--- config.mk ---
export PLATFORM = sky130hd
export DESIGN_NAME = clkdiv_edge_monitor
export DESIGN_NICKNAME = d
export VERILOG_FILES = /design/src/rtl/clkdiv_edge_monitor_pkg.sv /design/src/rtl/sync_edge_det.sv /design/src/rtl/clkdiv_edge_monitor.sv
export SDC_FILE = /design/constraint.sdc
export NUM_CORES = 1
export LEC_CHECK = 0
export ABC_AREA = 1
export CAP_MARGIN = 20
export CORE_ASPECT_RATIO = 0.5
export CORE_MARGIN = 1
export CORE_UTILIZATION = 44
export CTS_BUF_LIST = sky130_fd_sc_hd__clkbuf_16
export CTS_CLUSTER_SIZE = 16
export DETAILED_ROUTE_END_ITERATION = 6
export PLACE_DENSITY = 0.64
export SLEW_MARGIN = 20
export SYNTH_ARGS = -nofsm -noshare
export SYNTH_HDL_FRONTEND = slang
export SYNTH_SLANG_ARGS = --single-unit
--- constraint.sdc ---
create_clock -name clk -period 2 [get_ports clk]
set_input_delay 0.3 -clock clk [delete_from_list [all_inputs] [get_ports clk]]
set_output_delay 0.3 -clock clk [all_outputs]
set_load 0.005 [all_outputs]
--- src/rtl/clkdiv_edge_monitor_pkg.sv ---
// clkdiv_edge_monitor_pkg: shared state encoding and defaults for divider-related blocks
package clkdiv_edge_monitor_pkg;
  typedef enum logic [1:0] {IDLE, ARM, MEAS, LOCKED} state_e;
  localparam int DIV_CNT_W   = 8;
  localparam int DIV_TIMEOUT = 255;
endpackage

--- src/rtl/sync_edge_det.sv ---
// sync_edge_det: multi-flop synchroniser with history flop producing rise/fall strobes
module sync_edge_det #(
  parameter int SYNC_STAGES = 2
) (
  input  logic clk,
  input  logic rstn,
  input  logic din,
  output logic rise,
  output logic fall
);
  logic [SYNC_STAGES-1:0] sync_q;
  logic hist;
  always_ff @(posedge clk or negedge rstn) begin
    if (!rstn) begin
      sync_q <= '0;
      hist   <= 1'b0;
    end else begin
      sync_q <= {sync_q[SYNC_STAGES-2:0], din};
      hist   <= sync_q[SYNC_STAGES-1];
    end
  end
  assign rise = sync_q[SYNC_STAGES-1] & ~hist;
  assign fall = ~sync_q[SYNC_STAGES-1] & hist;
endmodule

--- src/rtl/clkdiv_edge_monitor.sv ---
// clkdiv_edge_monitor: turns a divided clock into enable pulses and checks its period
module clkdiv_edge_monitor
  import clkdiv_edge_monitor_pkg::*;
#(
  parameter int SYNC_STAGES = 2,
  parameter int CNT_W       = DIV_CNT_W,
  parameter int TIMEOUT     = DIV_TIMEOUT,
  parameter int LOCK_CNT    = 3
) (
  input  logic             clk,
  input  logic             rstn,
  input  logic             clk_div,
  input  logic             en,
  input  logic [CNT_W-1:0] exp_period,
  output logic             rise_pulse,
  output logic             fall_pulse,
  output logic [CNT_W-1:0] period,
  output logic             period_vld,
  output logic             mismatch,
  output logic             locked,
  output logic             stuck
);
  localparam int MW = $clog2(LOCK_CNT + 1);
  localparam logic [CNT_W-1:0] CNT_MAX = '1;
  localparam logic [CNT_W-1:0] TO = CNT_W'(TIMEOUT);
  logic rise, fall, match, timeout;
  logic [CNT_W-1:0] cnt, cnt_inc;
  logic [MW-1:0] match_cnt;
  state_e state;
  sync_edge_det #(.SYNC_STAGES(SYNC_STAGES)) u_sync (
    .clk (clk),
    .rstn(rstn),
    .din (clk_div),
    .rise(rise),
    .fall(fall)
  );
  // periods of 0 or 1 are never legal, so they must never match
  assign match   = (exp_period > CNT_W'(1)) && (cnt == exp_period);
  assign timeout = !rise && (cnt >= TO);
  assign cnt_inc = (cnt == CNT_MAX) ? cnt : cnt + CNT_W'(1);
  always_ff @(posedge clk or negedge rstn) begin
    if (!rstn) begin
      state      <= IDLE;
      cnt        <= '0;
      match_cnt  <= '0;
      rise_pulse <= 1'b0;
      fall_pulse <= 1'b0;
      period     <= '0;
      period_vld <= 1'b0;
      mismatch   <= 1'b0;
      locked     <= 1'b0;
      stuck      <= 1'b0;
    end else begin
      rise_pulse <= en & rise;
      fall_pulse <= en & fall;
      period_vld <= 1'b0;
      mismatch   <= 1'b0;
      if (!en) begin
        state     <= IDLE;
        cnt       <= '0;
        match_cnt <= '0;
        locked    <= 1'b0;
        stuck     <= 1'b0;
      end else begin
        case (state)
          IDLE: begin
            state <= ARM;
            cnt   <= '0;
          end
          ARM: begin
            cnt <= rise ? CNT_W'(1) : cnt_inc;
            if (rise) begin
              state <= MEAS;
              stuck <= 1'b0;
            end else if (timeout) begin
              stuck <= 1'b1;
            end
          end
          MEAS, LOCKED: begin
            cnt <= rise ? CNT_W'(1) : cnt_inc;
            if (rise) begin
              period     <= cnt;
              period_vld <= 1'b1;
              if (match) begin
                match_cnt <= (match_cnt == MW'(LOCK_CNT)) ? match_cnt : match_cnt + MW'(1);
                if (state == MEAS && match_cnt == MW'(LOCK_CNT - 1)) begin
                  state  <= LOCKED;
                  locked <= 1'b1;
                end
              end else begin
                state     <= MEAS;
                mismatch  <= 1'b1;
                match_cnt <= '0;
                locked    <= 1'b0;
              end
            end else if (timeout) begin
              state     <= ARM;
              stuck     <= 1'b1;
              locked    <= 1'b0;
              match_cnt <= '0;
            end
          end
        endcase
      end
    end
  end
endmodule
=== Word level (Yosys, flattened, before mapping) ===
Index checks and enable logic that the tools add are counted.

* $add $sub $neg: 2
* $lt $le $gt $ge: 2
* Equality and inequality tests: 17
* Multiplexer cells: 35
* Bitwise gates (word level): 6
* Reductions and logical operators: 12

{| class="wikitable"
|+ Operators by type and width
! operator !! number
|-
| two-way mux 2 bit || 12
|-
| two-way mux 8 bit || 3
|-
| two-way mux 1 bit || 17
|-
| one-hot mux 8 bit (2 select lines) || 1
|-
| != test 4 bit, second input constant || 3
|-
| AND reduction 3 bit || 4
|-
| adder 8 x 1 -> 8 bit, second input constant || 1
|-
| equality test 2 bit, second input constant || 4
|-
| equality test 8 bit || 1
|-
| equality test 8 bit, second input constant || 1
|-
| >= comparator 8 bit, second input constant || 1
|-
| > comparator 8 x 1 -> 1 bit, second input constant || 1
|-
| != test 3 x 1 -> 1 bit, second input constant || 2
|-
| != test 3 bit, second input constant || 2
|-
| one-hot mux 2 bit (3 select lines) || 1
|-
| != test 5 bit, second input constant || 1
|-
| AND 1 bit || 4
|-
| != test 4 x 3 -> 1 bit, second input constant || 1
|-
| logical AND 1 bit || 3
|-
| OR reduction 3 bit || 1
|-
| adder 2 x 1 -> 2 bit, second input constant || 1
|-
| equality test 2 x 1 -> 1 bit, second input constant || 1
|-
| zero test 2 bit || 1
|-
| != test 2 x 1 -> 1 bit, second input constant || 1
|-
| 5 further kinds || 6
|}

* Register bits: 29
* Input port bits: 12
* Output and inout bits: 14

=== Longest topological paths before layout ===
Gate-level depths: netlist of the first run.

* Depth after elaboration: 8
* Mapped depth: 12
* Mapped depth without buffers: 12

=== By module ===
Synthesis of the first run repeated with hierarchy kept, for this count alone.

* Cells, all modules: 179
* Area total of the unflattened synthesis: 1472.7 um^2

{| class="wikitable"
|+ Modules (own cells, without submodules)
! module !! instances !! cells each !! area an instance (um^2) !! seq. area each (um^2)
|-
| clkdiv_edge_monitor || 1 || 172 || 1382.6 || 650.6
|-
| sync_edge_det || 1 || 7 || 90.1 || 75.1
|}

=== Worst setup path after synthesis of the first run ===
OpenSTA, ideal clock, no wires.

* Path type: reg-to-reg
* Start point: register cnt[0]
* End point: register match_cnt[0]
* Setup time: 0.117 ns
* Data arrival time: 1.349 ns
* Required time: 1.883 ns
* Path slack: 0.533 ns
* Stages on the path, launching flop included: 11
* Clock period less this slack: 1.467 ns
* Cells stage by stage: dfrtp_1 ha_1 nand3_2 nor2_2 nand2_2 nor2_4 nand2_4 nand2_4 nand3_4 o21ai_1 nor2_1

* Word-level cells in the longest chain between the ends: 6

{| class="wikitable"
|+ RTL lines
! element !! RTL line !! RTL
|-
| from (decl) || clkdiv_edge_monitor.sv:27 || <nowiki>logic [CNT_W-1:0] cnt, cnt_inc;</nowiki>
|-
| from (signal assigned) || clkdiv_edge_monitor.sv:71 || <nowiki>cnt <= rise ? CNT_W'(1) : cnt_inc;</nowiki>
|-
| from (signal assigned) || clkdiv_edge_monitor.sv:80 || <nowiki>cnt <= rise ? CNT_W'(1) : cnt_inc;</nowiki>
|-
| parallel branches: the longest is 6 deep, another holds >= comparator 8 bit || - ||
|-
| to (signal assigned) || clkdiv_edge_monitor.sv:85 || <nowiki>match_cnt <= (match_cnt == MW'(LOCK_CNT)) ? match_cnt : match_cnt + MW'(1);</nowiki>
|-
| to (decl) || clkdiv_edge_monitor.sv:28 || <nowiki>logic [MW-1:0] match_cnt;</nowiki>
|}

Several ways; the timed one is not identified. The select of a mux whose other input is x is not followed.
A chain may end at the register's enable or synchronous reset.

=== Worst setup path after layout of the first run ===
Same ends and word-level chain as after synthesis.

==> results of run 1 <==
==> path summary, 6_finish.rpt <==
path | to | start | depth (start not counted)
setup / recovery | match_cnt[0] | cnt[0] | 10
hold / removal | u_sync.sync_q[1] | u_sync.sync_q[0] | 0
setup reg to reg | match_cnt[0] | cnt[0] | 10
hold reg to reg | u_sync.sync_q[1] | u_sync.sync_q[0] | 0
max in group asynchronous | period[2] | rstn | 2
min in group asynchronous | match_cnt[0] | rstn | 2
==> flip-flops by register name, summed over array words and instances, names as in the netlist, 2 cells and up <==
name           cells
cnt                8
match_cnt          2
period             8
state              2
u_sync.sync_q      2
==> synth_stat cells, drive strengths merged <==
| library cell | count |
|---|---|
| inv | 34 |
| ha | 3 |
| nand4 | 4 |
| o21ai | 12 |
| dfrtp | 29 |
| nor3 | 1 |
| nand2 | 69 |
| nand3 | 8 |
| nor2 | 33 |
| a31oi | 2 |
| buf | 1 |
| a211oi | 2 |
| a21oi | 6 |
==> metrics by stage <==
step                hold slack [ns]  std cells  total power (W)
floorplan                  0.004409        204        0.0008031
global placement             0.3507        270        0.0009342
detailed placement           0.3463        270        0.0009395
CTS                          0.3639        278         0.001650
global route                 0.3676        278         0.001704
finish                       0.3576        278         0.001624
==> layout make-up <==
class | instances | area share
sequential | 29 | 0.3664
timing repair buffer | 27 | 0.1339
inverter | 34 | 0.06443
multi-input combinational | 140 | 0.3399
tap | 40 | 0.02527
clock buffer | 5 | 0.06317
clock inverter | 3 | 0.006949
==> power breakdown <==
group | switching (W) | leakage [nW] | internal (W)
registers | 0.0000308 | 0.382 | 0.000639
clock network | 0.000247 | 0.0748 | 0.000449
logic | 0.000126 | 0.539 | 0.000132
==> cell usage in the layout, fill, tap and decap left out, drive strengths merged <==
| cell type | n |
|---|---|
| clkdlybuf4s50 | 25 |
| clkbuf | 5 |
| clkinv | 2 |
| nor2 | 33 |
| ha | 3 |
| inv | 35 |
| buf | 2 |
| dfrtp | 29 |
| a31oi | 2 |
| nand3 | 8 |
| a21oi | 6 |
| a211oi | 2 |
| nor3 | 1 |
| nand4 | 4 |
| nand2 | 69 |
| o21ai | 12 |
==> metal layers <==
layer	track usage	up-vias	routed length [µm]
met4	0.1100	0	59
met5	0	-	0
met1	0.2822	595	1573
met3	0.06286	7	170
met2	0.3008	31	1292
li1	-	707	-
==> logic make-up (layout without fill, tap and decap cells) <==
| group | after synthesis | in the layout | synth area share |
|---|---|---|---|
| flip-flops | 29 | 29 | 0.4739 |
| AO/OA/AOI/OAI | 22 | 22 | 0.07679 |
| AND/OR/NAND/NOR | 115 | 115 | 0.3382 |
| buffers and inverters | 35 | 69 | 0.08660 |
| adder cells (fa/ha/maj) | 3 | 3 | 0.02451 |
==> worst register-to-register path, cell delays in order, from the launching register on <==
cell and delay, ns:
dfrtp_1 0.43, ha_1 0.24, nand3_2 0.10, nor2_2 0.13, nand2_2 0.10, nor2_4 0.12
nand2_4 0.10, nand2_4 0.11, nand3_4 0.08, o21ai_1 0.13, nor2_1 0.05
==> results.sh, run 1 <==
export IMPL_cts_sinks=29
export IMPL_setup_ws_ns=0.3125
export IMPL_final_area_um2=1981
export IMPL_synthToLayoutAreaGrowth_pct=29.33
export IMPL_postCtsHoldBufs=0
export IMPL_multi_input_area_um2=673.1
export IMPL_die_h_um=43.72
export IMPL_htreeDepth=2
export IMPL_grt_total_usage=0.2069
export IMPL_crit_buf_inv=0
export IMPL_firstDrtPassIters=4
export IMPL_grt_pass1_vias=1223
export IMPL_status="finished, final reports clean"
export IMPL_required_ns=2.16
export IMPL_num_vias=1340
export IMPL_fin_util=0.6282
export IMPL_synth_nets=219
export IMPL_final_period_utilization=0.8438
export IMPL_cp_common_cell="nand2_4"
export IMPL_ys_types=21
export IMPL_r2r_slack_ns=0.31
export IMPL_via_per_inst=4.820
export IMPL_fill_cells=277
export IMPL_finClkSkew_ns=0.008159
export IMPL_io_pins=26
export IMPL_synthCells=204
export IMPL_rows=14
export IMPL_drc=0
export IMPL_overflow=0
export IMPL_routed_wl_um=3094
export IMPL_ctsResizeCount=0
export IMPL_clk_pin_slew_ns=0.05
export IMPL_regArea_um2=725.7
export IMPL_yosysTopAreaCellShare=0.4739
export IMPL_dp_hpwl_um=2332
export IMPL_fin_nets=252
export IMPL_crit_type="flip-flop to flip-flop"
export IMPL_clk_path_buf_depth=2
export IMPL_slowest_stage="dfrtp_1"
export IMPL_worstPathArrival_ns=1.85
export IMPL_maxSlewHeadroom=0.7261
export IMPL_drive_above_1_share=0.1134
export IMPL_grt_antenna_before_repair=0
export IMPL_syn_cell_area_um2=1531
export IMPL_cts_setup_buffers=0
export IMPL_grt_pass1_wl_um=5616
export IMPL_fin_setup_tns_ns=0
export IMPL_gp_routability_congestion=0.7484
export IMPL_ys_ff_latch=29
export IMPL_crit_family="simple AND/OR/NAND/NOR gates"
export IMPL_port_buffers=25
export IMPL_seq_area_frac_synth=0.4739
export IMPL_cts_made_buffers=5
export IMPL_clk_latency_ns=0.28
export IMPL_ant_nets=0
export IMPL_synth_area_leaders="dfrtp_1 (47%), nand2_1 (16%), inv_1 (7.1%), nor2_1 (6.4%), o21ai_0 (2.9%)"
export IMPL_cap_viol_max_count=0
export IMPL_cts_root_buf="clkbuf_16"
export IMPL_crit_chain="ha_1, nand3_2, nor2_2, nand2_2, nor2_4, nand2_4, nand2_4, nand3_4, o21ai_1, nor2_1"
export IMPL_finalSetupViolations=0
export IMPL_p_leak_nw=0.9951
export IMPL_holdCritPathClass="flip-flop to flip-flop"
export IMPL_die_width_um=85.44
export IMPL_finalMaxSlewViolations=0
export IMPL_place_ws_ns=0.1622
export IMPL_rsz0062_at_grt="no"
export IMPL_start_kind="flip-flop"
export IMPL_n_antenna_cell=0
export IMPL_min_period_ns=1.688
export IMPL_synth_area_leader_cell="dfrtp_1"
export IMPL_cp_slowest_stage_delay_ns=0.43
export IMPL_tightest_slew_ns=0.4104
export IMPL_first_iter_violations=46
export IMPL_grt_max_degree=30
export IMPL_start_util=0.4857
export IMPL_worstPathMaxFanout=5
export IMPL_vdd_drop_max_v=0.0005224
export IMPL_coreArea_um2=3153
export IMPL_fmax_mhz=592.6
export IMPL_post_drt_wl_per_cell_um=11.13
export IMPL_cts_tree="done"
export IMPL_hold_viol=0
export IMPL_avgSynthCellArea_um2=7.507
export IMPL_end_kind="flip-flop"
export IMPL_power_density_nw_per_um2=819.9
export IMPL_placed_area_um2=1842
export IMPL_ys_warn_count=0
export IMPL_die_area_um2=3735
Note: power is estimated with default switching activity, not from simulation.
==> run 2, diff against run 1 <==
PLACE_DENSITY = 0.67   (was 0.64)
clock period = 1.5 ns   (was 2 ns; I/O delays follow)
==> results.sh, run 2 (synthesis results as in run 1) <==
export IMPL_finClkSkew_ns=0.005516
export IMPL_vdd_drop_max_v=0.0006505
export IMPL_crit_chain="ha_4, nand3_4, nor2_4, nand2_2, nor2_4, nand2_4, nand2_4, nand3_4, o21ai_1, nor2_1"
export IMPL_finalSetupViolations=0
export IMPL_cp_depth=10
export IMPL_wl_met2_um=1440
export IMPL_fin_nets=273
export IMPL_rows=14
export IMPL_htreeDepth=2
export IMPL_worstPathArrival_ns=1.66
export IMPL_drt_met1_wl_um=1815
export IMPL_cp_startpoint="cnt[1]"
export IMPL_gp_routability_congestion=0.8184
export IMPL_routed_wl_um=3458
export IMPL_clk_pin_slew_ns=0.05
export IMPL_dp_hpwl_um=2509
export IMPL_grt_pass1_wl_um=5492
export IMPL_crit_buf_inv=0
export IMPL_die_area_um2=3735
export IMPL_first_iter_violations=65
export IMPL_final_cell_mix="nand2_1 (61), inv_1 (28), dfrtp_1 (28)"
export IMPL_crit_family="simple AND/OR/NAND/NOR gates"
export IMPL_drc=0
export IMPL_num_vias=1402
export IMPL_final_common_cell="nand2_1"
export IMPL_die_h_um=43.72
export IMPL_cap_viol_max_count=0
export IMPL_min_period_ns=1.495
export IMPL_die_width_um=85.44
export IMPL_postCtsHoldBufs=0
export IMPL_cts_tree="done"
export IMPL_cp_slowest_stage_delay_ns=0.39
export IMPL_endpoint="match_cnt[0]"
export IMPL_overflow=0
export IMPL_hold_viol=0
export IMPL_clk_latency_ns=0.28
export IMPL_post_drt_wl_per_cell_um=11.60
export IMPL_via_per_inst=4.705
export IMPL_grt_antenna_before_repair=0
export IMPL_tightest_slew_ns=0.3826
export IMPL_start_util=0.4857
export IMPL_drive_above_1_share=0.2248
export IMPL_fmax_mhz=668.8
export IMPL_rsz0062_at_grt="yes"
export IMPL_finalMaxSlewViolations=0
export IMPL_rr_startpoint="cnt[1]"
export IMPL_slowest_stage="dfrtp_1"
export IMPL_cts_root_buf="clkbuf_16"
export IMPL_port_buffers=25
export IMPL_worstReg2RegEnd="match_cnt[0]"
export IMPL_fin_util=0.6944
export IMPL_required_ns=1.67
export IMPL_status="finished, final reports clean"
export IMPL_coreArea_um2=3153
export IMPL_holdCritPathClass="input port to async pin"
export IMPL_power_density_nw_per_um2=1017
export IMPL_maxSlewHeadroom=0.7447
export IMPL_io_pins=26
export IMPL_grt_total_usage=0.2037
export IMPL_worstPathMaxFanout=5
export IMPL_clk_path_buf_depth=2
export IMPL_start_kind="flip-flop"
export IMPL_firstDrtPassIters=4
export IMPL_met3WireLength_um=151
export IMPL_ant_nets=0
export IMPL_cts_sinks=29
export IMPL_r2r_slack_ns=0.005
export IMPL_setup_ws_ns=0.004779
export IMPL_rr_worst_depth=10
export IMPL_largestRegisters="cnt x8, period x8"
export IMPL_synthToLayoutAreaGrowth_pct=42.97
export IMPL_place_ws_ns=-0.2453
export IMPL_n_antenna_cell=0
export IMPL_end_kind="flip-flop"
export IMPL_grt_pass1_vias=1198
export IMPL_grt_max_degree=30
export IMPL_cts_made_buffers=5
export IMPL_final_period_utilization=0.9968
export IMPL_p_leak_nw=1.085
export IMPL_crit_type="flip-flop to flip-flop"
export IMPL_highest_signal_layer="met4"
==> run 2: per-stage QoR <==
step / TNS, ns / instance area (µm²) / hold WS [ns] / total power, W / cells
after floorplan: 0 / 1531 / -0.07059 / 0.001071 / 204
after global placement: -2.216 / 1969 / 0.3396 / 0.001285 / 287
after detailed placement: -2.705 / 1969 / 0.3371 / 0.001297 / 287
after CTS: -0.08407 / 2120 / 0.3478 / 0.002225 / 296
after global routing: -0.4655 / 2190 / 0.3502 / 0.002329 / 298
final: 0 / 2190 / 0.3309 / 0.002228 / 298
==> run 2: final cells by class <==
type | instances | area [µm²]
Inverter | 34 | 127.6
Clock inverter | 2 | 7.507
Fill cell | 260 | 963.4
Timing Repair Buffer | 48 | 422.9
Sequential cell | 29 | 726.9
Tap cell | 40 | 50.05
Multi-Input combinational cell | 140 | 729.5
Clock buffer | 5 | 125.1
==> run 2: how the worst min path moves through the flow <==
| stage | to | slack [ns] | cells after the start |
|---|---|---|---|
| 3_5_place_dp | u_sync.sync_q[1] | 0.34 | 0 |
| 4_1_cts | u_sync.sync_q[1] | 0.35 | 0 |
| 3_3_place_gp | u_sync.sync_q[1] | 0.34 | 0 |
| 2_1_floorplan | cnt[0] | -0.07 | 0 |
| 5_1_grt | u_sync.sync_q[1] | 0.35 | 0 |
| 6_report | state[0] | 0.33 | 2 |
==> run 2: timing repair <==
item	CTS	global route
pin swaps	0	5
buffers inserted	2	2
endpoints found under the setup margin	5	12
endpoints found under the hold margin	0	0
gates resized for setup	1	17
==> run 2: per-layer routing <==
metal,global-route usage,vias to the layer above
li1,-,737
met1,0.2909,634
met2,0.2864,23
met3,0.06286,8
met4,0.09000,0
met5,0,-
==> run 2: power by group <==
group	switching, W	total, W	internal [W]
Combinational	0.000196	0.000414	0.000218
Clock	0.000334	0.000924	0.000591
Sequential	0.0000366	0.000889	0.000852
==> run 3, diff against run 2 <==
TNS_END_PERCENT = 20   (was unset)
==> results.sh, run 3 (synthesis results as in run 1) <==
export IMPL_finalSetupViolations=1
export IMPL_die_h_um=43.72
export IMPL_worstPathArrival_ns=1.68
export IMPL_placedCellCount=287
export IMPL_maxSlewHeadroom=0.7424
export IMPL_rr_worst_depth=10
export IMPL_power_density_nw_per_um2=1024
export IMPL_final_period_utilization=1.007
export IMPL_p_total_w=0.002218
export IMPL_hold_viol=0
export IMPL_place_ws_ns=-0.2453
export IMPL_fill_cells=266
export IMPL_synthToLayoutAreaGrowth_pct=41.42
export IMPL_largestRegisters="cnt x8, period x8"
export IMPL_placed_area_um2=1969
export IMPL_required_ns=1.67
export IMPL_tightest_slew_ns=0.3865
export IMPL_final_cell_mix="nand2_1 (62), inv_1 (29), dfrtp_1 (28)"
export IMPL_grt_total_usage=0.2037
export IMPL_htreeDepth=2
export IMPL_final_common_cell="nand2_1"
export IMPL_highest_signal_layer="met4"
export IMPL_vdd_drop_max_v=0.0006457
export IMPL_num_vias=1386
export IMPL_overflow=0
export IMPL_status="complete, but fails checks"
export IMPL_die_area_um2=3735
export IMPL_ant_nets=0
export IMPL_start_util=0.4857
export IMPL_die_width_um=85.44
export IMPL_crit_family="simple AND/OR/NAND/NOR gates"
export IMPL_wl_met2_um=1448
export IMPL_rr_startpoint="cnt[1]"
export IMPL_cp_slowest_stage_delay_ns=0.39
export IMPL_n_antenna_cell=0
export IMPL_via_per_inst=4.698
export IMPL_drive_above_1_share=0.2039
export IMPL_cap_viol_max_count=0
export IMPL_grt_max_degree=30
export IMPL_rsz0062_at_grt="yes"
export IMPL_first_iter_violations=73
export IMPL_grt_antenna_before_repair=0
export IMPL_worstPathMaxFanout=5
export IMPL_routed_wl_um=3409
export IMPL_final_area_um2=2166
export IMPL_finClkSkew_ns=0.004789
export IMPL_crit_buf_inv=0
export IMPL_rows=14
export IMPL_io_pins=26
export IMPL_grt_pass1_wl_um=5492
export IMPL_start_kind="flip-flop"
export IMPL_worstReg2RegEnd="match_cnt[0]"
export IMPL_grt_pass1_vias=1193
export IMPL_regArea_um2=726.9
export IMPL_met3WireLength_um=132
export IMPL_clk_latency_ns=0.28
export IMPL_fin_nets=270
export IMPL_crit_chain="ha_4, nand3_4, nor2_4, nand2_2, nor2_4, nand2_4, nand2_4, nand3_4, o21ai_1, nor2_1"
export IMPL_slowest_stage="dfrtp_1"
export IMPL_clk_path_buf_depth=2
export IMPL_cts_root_buf="clkbuf_16"
export IMPL_fin_cells=295
export IMPL_finalMaxSlewViolations=0
export IMPL_gp_routability_congestion=0.8184
export IMPL_holdCritPathClass="input port to async pin"
export IMPL_r2r_slack_ns=-0.01
export IMPL_postCtsHoldBufs=0
export IMPL_cts_made_buffers=5
export IMPL_cts_sinks=29
export IMPL_fmax_mhz=661.8
export IMPL_multi_input_area_um2=728.2
export IMPL_min_period_ns=1.511
export IMPL_post_drt_wl_per_cell_um=11.56
export IMPL_cts_tree="done"
export IMPL_coreArea_um2=3153
export IMPL_port_buffers=25
export IMPL_crit_type="flip-flop to flip-flop"
export IMPL_firstDrtPassIters=4
export IMPL_end_kind="flip-flop"
export IMPL_violations="setup timing"
export IMPL_clk_pin_slew_ns=0.05
export IMPL_p_leak_nw=1.074
export IMPL_setup_ws_ns=-0.01094
export IMPL_drc=0
export IMPL_dp_hpwl_um=2509
export IMPL_drt_met1_wl_um=1778
[run 3: cell types whose count changed in the layout (fill, tap and decap cells not counted), sizes merged]
cell and change:
buf -3
[run 3: worst register-to-register path, cell delays in order, from the launching register on]
cell     delay (ns)
dfrtp_1        0.39
ha_4           0.17
nand3_4        0.08
nor2_4         0.10
nand2_2        0.08
nor2_4         0.12
nand2_4        0.10
nand2_4        0.10
nand3_4        0.08
o21ai_1        0.13
nor2_1         0.05
[run 3: power by group]
group,switching [W],total (W),internal (W)
Clock,0.000328,0.000919,0.000591
Sequential,0.0000369,0.000889,0.000852
Combinational,0.000193,0.000410,0.000217
Total,0.000558,0.00222,0.00166
[run 3: routing by layer]
layer / GRT usage / vias to the layer above
met1: 0.2909 / 625
met5: 0 / -
met4: 0.09000 / 0
li1: - / 733
met3: 0.06286 / 7
met2: 0.2864 / 21
[run 3: final cells by class]
type,count,share of cell area
clock inverters,2,0.003466
well taps,40,0.02311
inverters,34,0.05893
multi-input cells,140,0.3362
clock buffers,5,0.05777
repair buffers,45,0.1849
flip-flops and latches,29,0.3356
[run 3: how the worst max path moves through the flow]
| stage | start | to | cells past startpoint |
|---|---|---|---|
| 2_1_floorplan | cnt[0] | match_cnt[0] | 10 |
| 3_3_place_gp | exp_period[3] | state[0] | 12 |
| 3_5_place_dp | exp_period[3] | match_cnt[0] | 11 |
| 4_1_cts | cnt[0] | match_cnt[0] | 10 |
| 5_1_grt | cnt[1] | match_cnt[0] | 10 |
| 6_report | cnt[1] | match_cnt[0] | 10 |
[run 3: stage by stage]
step / util / hold slack (ns) / TNS (ns)
6_report: 0.6869 / 0.3349 / -0.01094
5_1_grt: 0.6869 / 0.3502 / -0.5190
4_1_cts: 0.6675 / 0.3478 / -0.1287
3_5_place_dp: 0.6246 / 0.3371 / -2.705
3_3_place_gp: 0.6246 / 0.3396 / -2.216
2_1_floorplan: - / -0.07059 / 0
[run 3: repair_timing]
action / in CTS / in global routing
setup endpoints to repair: 5 / 12
endpoints found under the hold margin: 0 / 0
setup buffers: 0 / 1
resized for setup: 1 / 14
pin swaps: 0 / 7
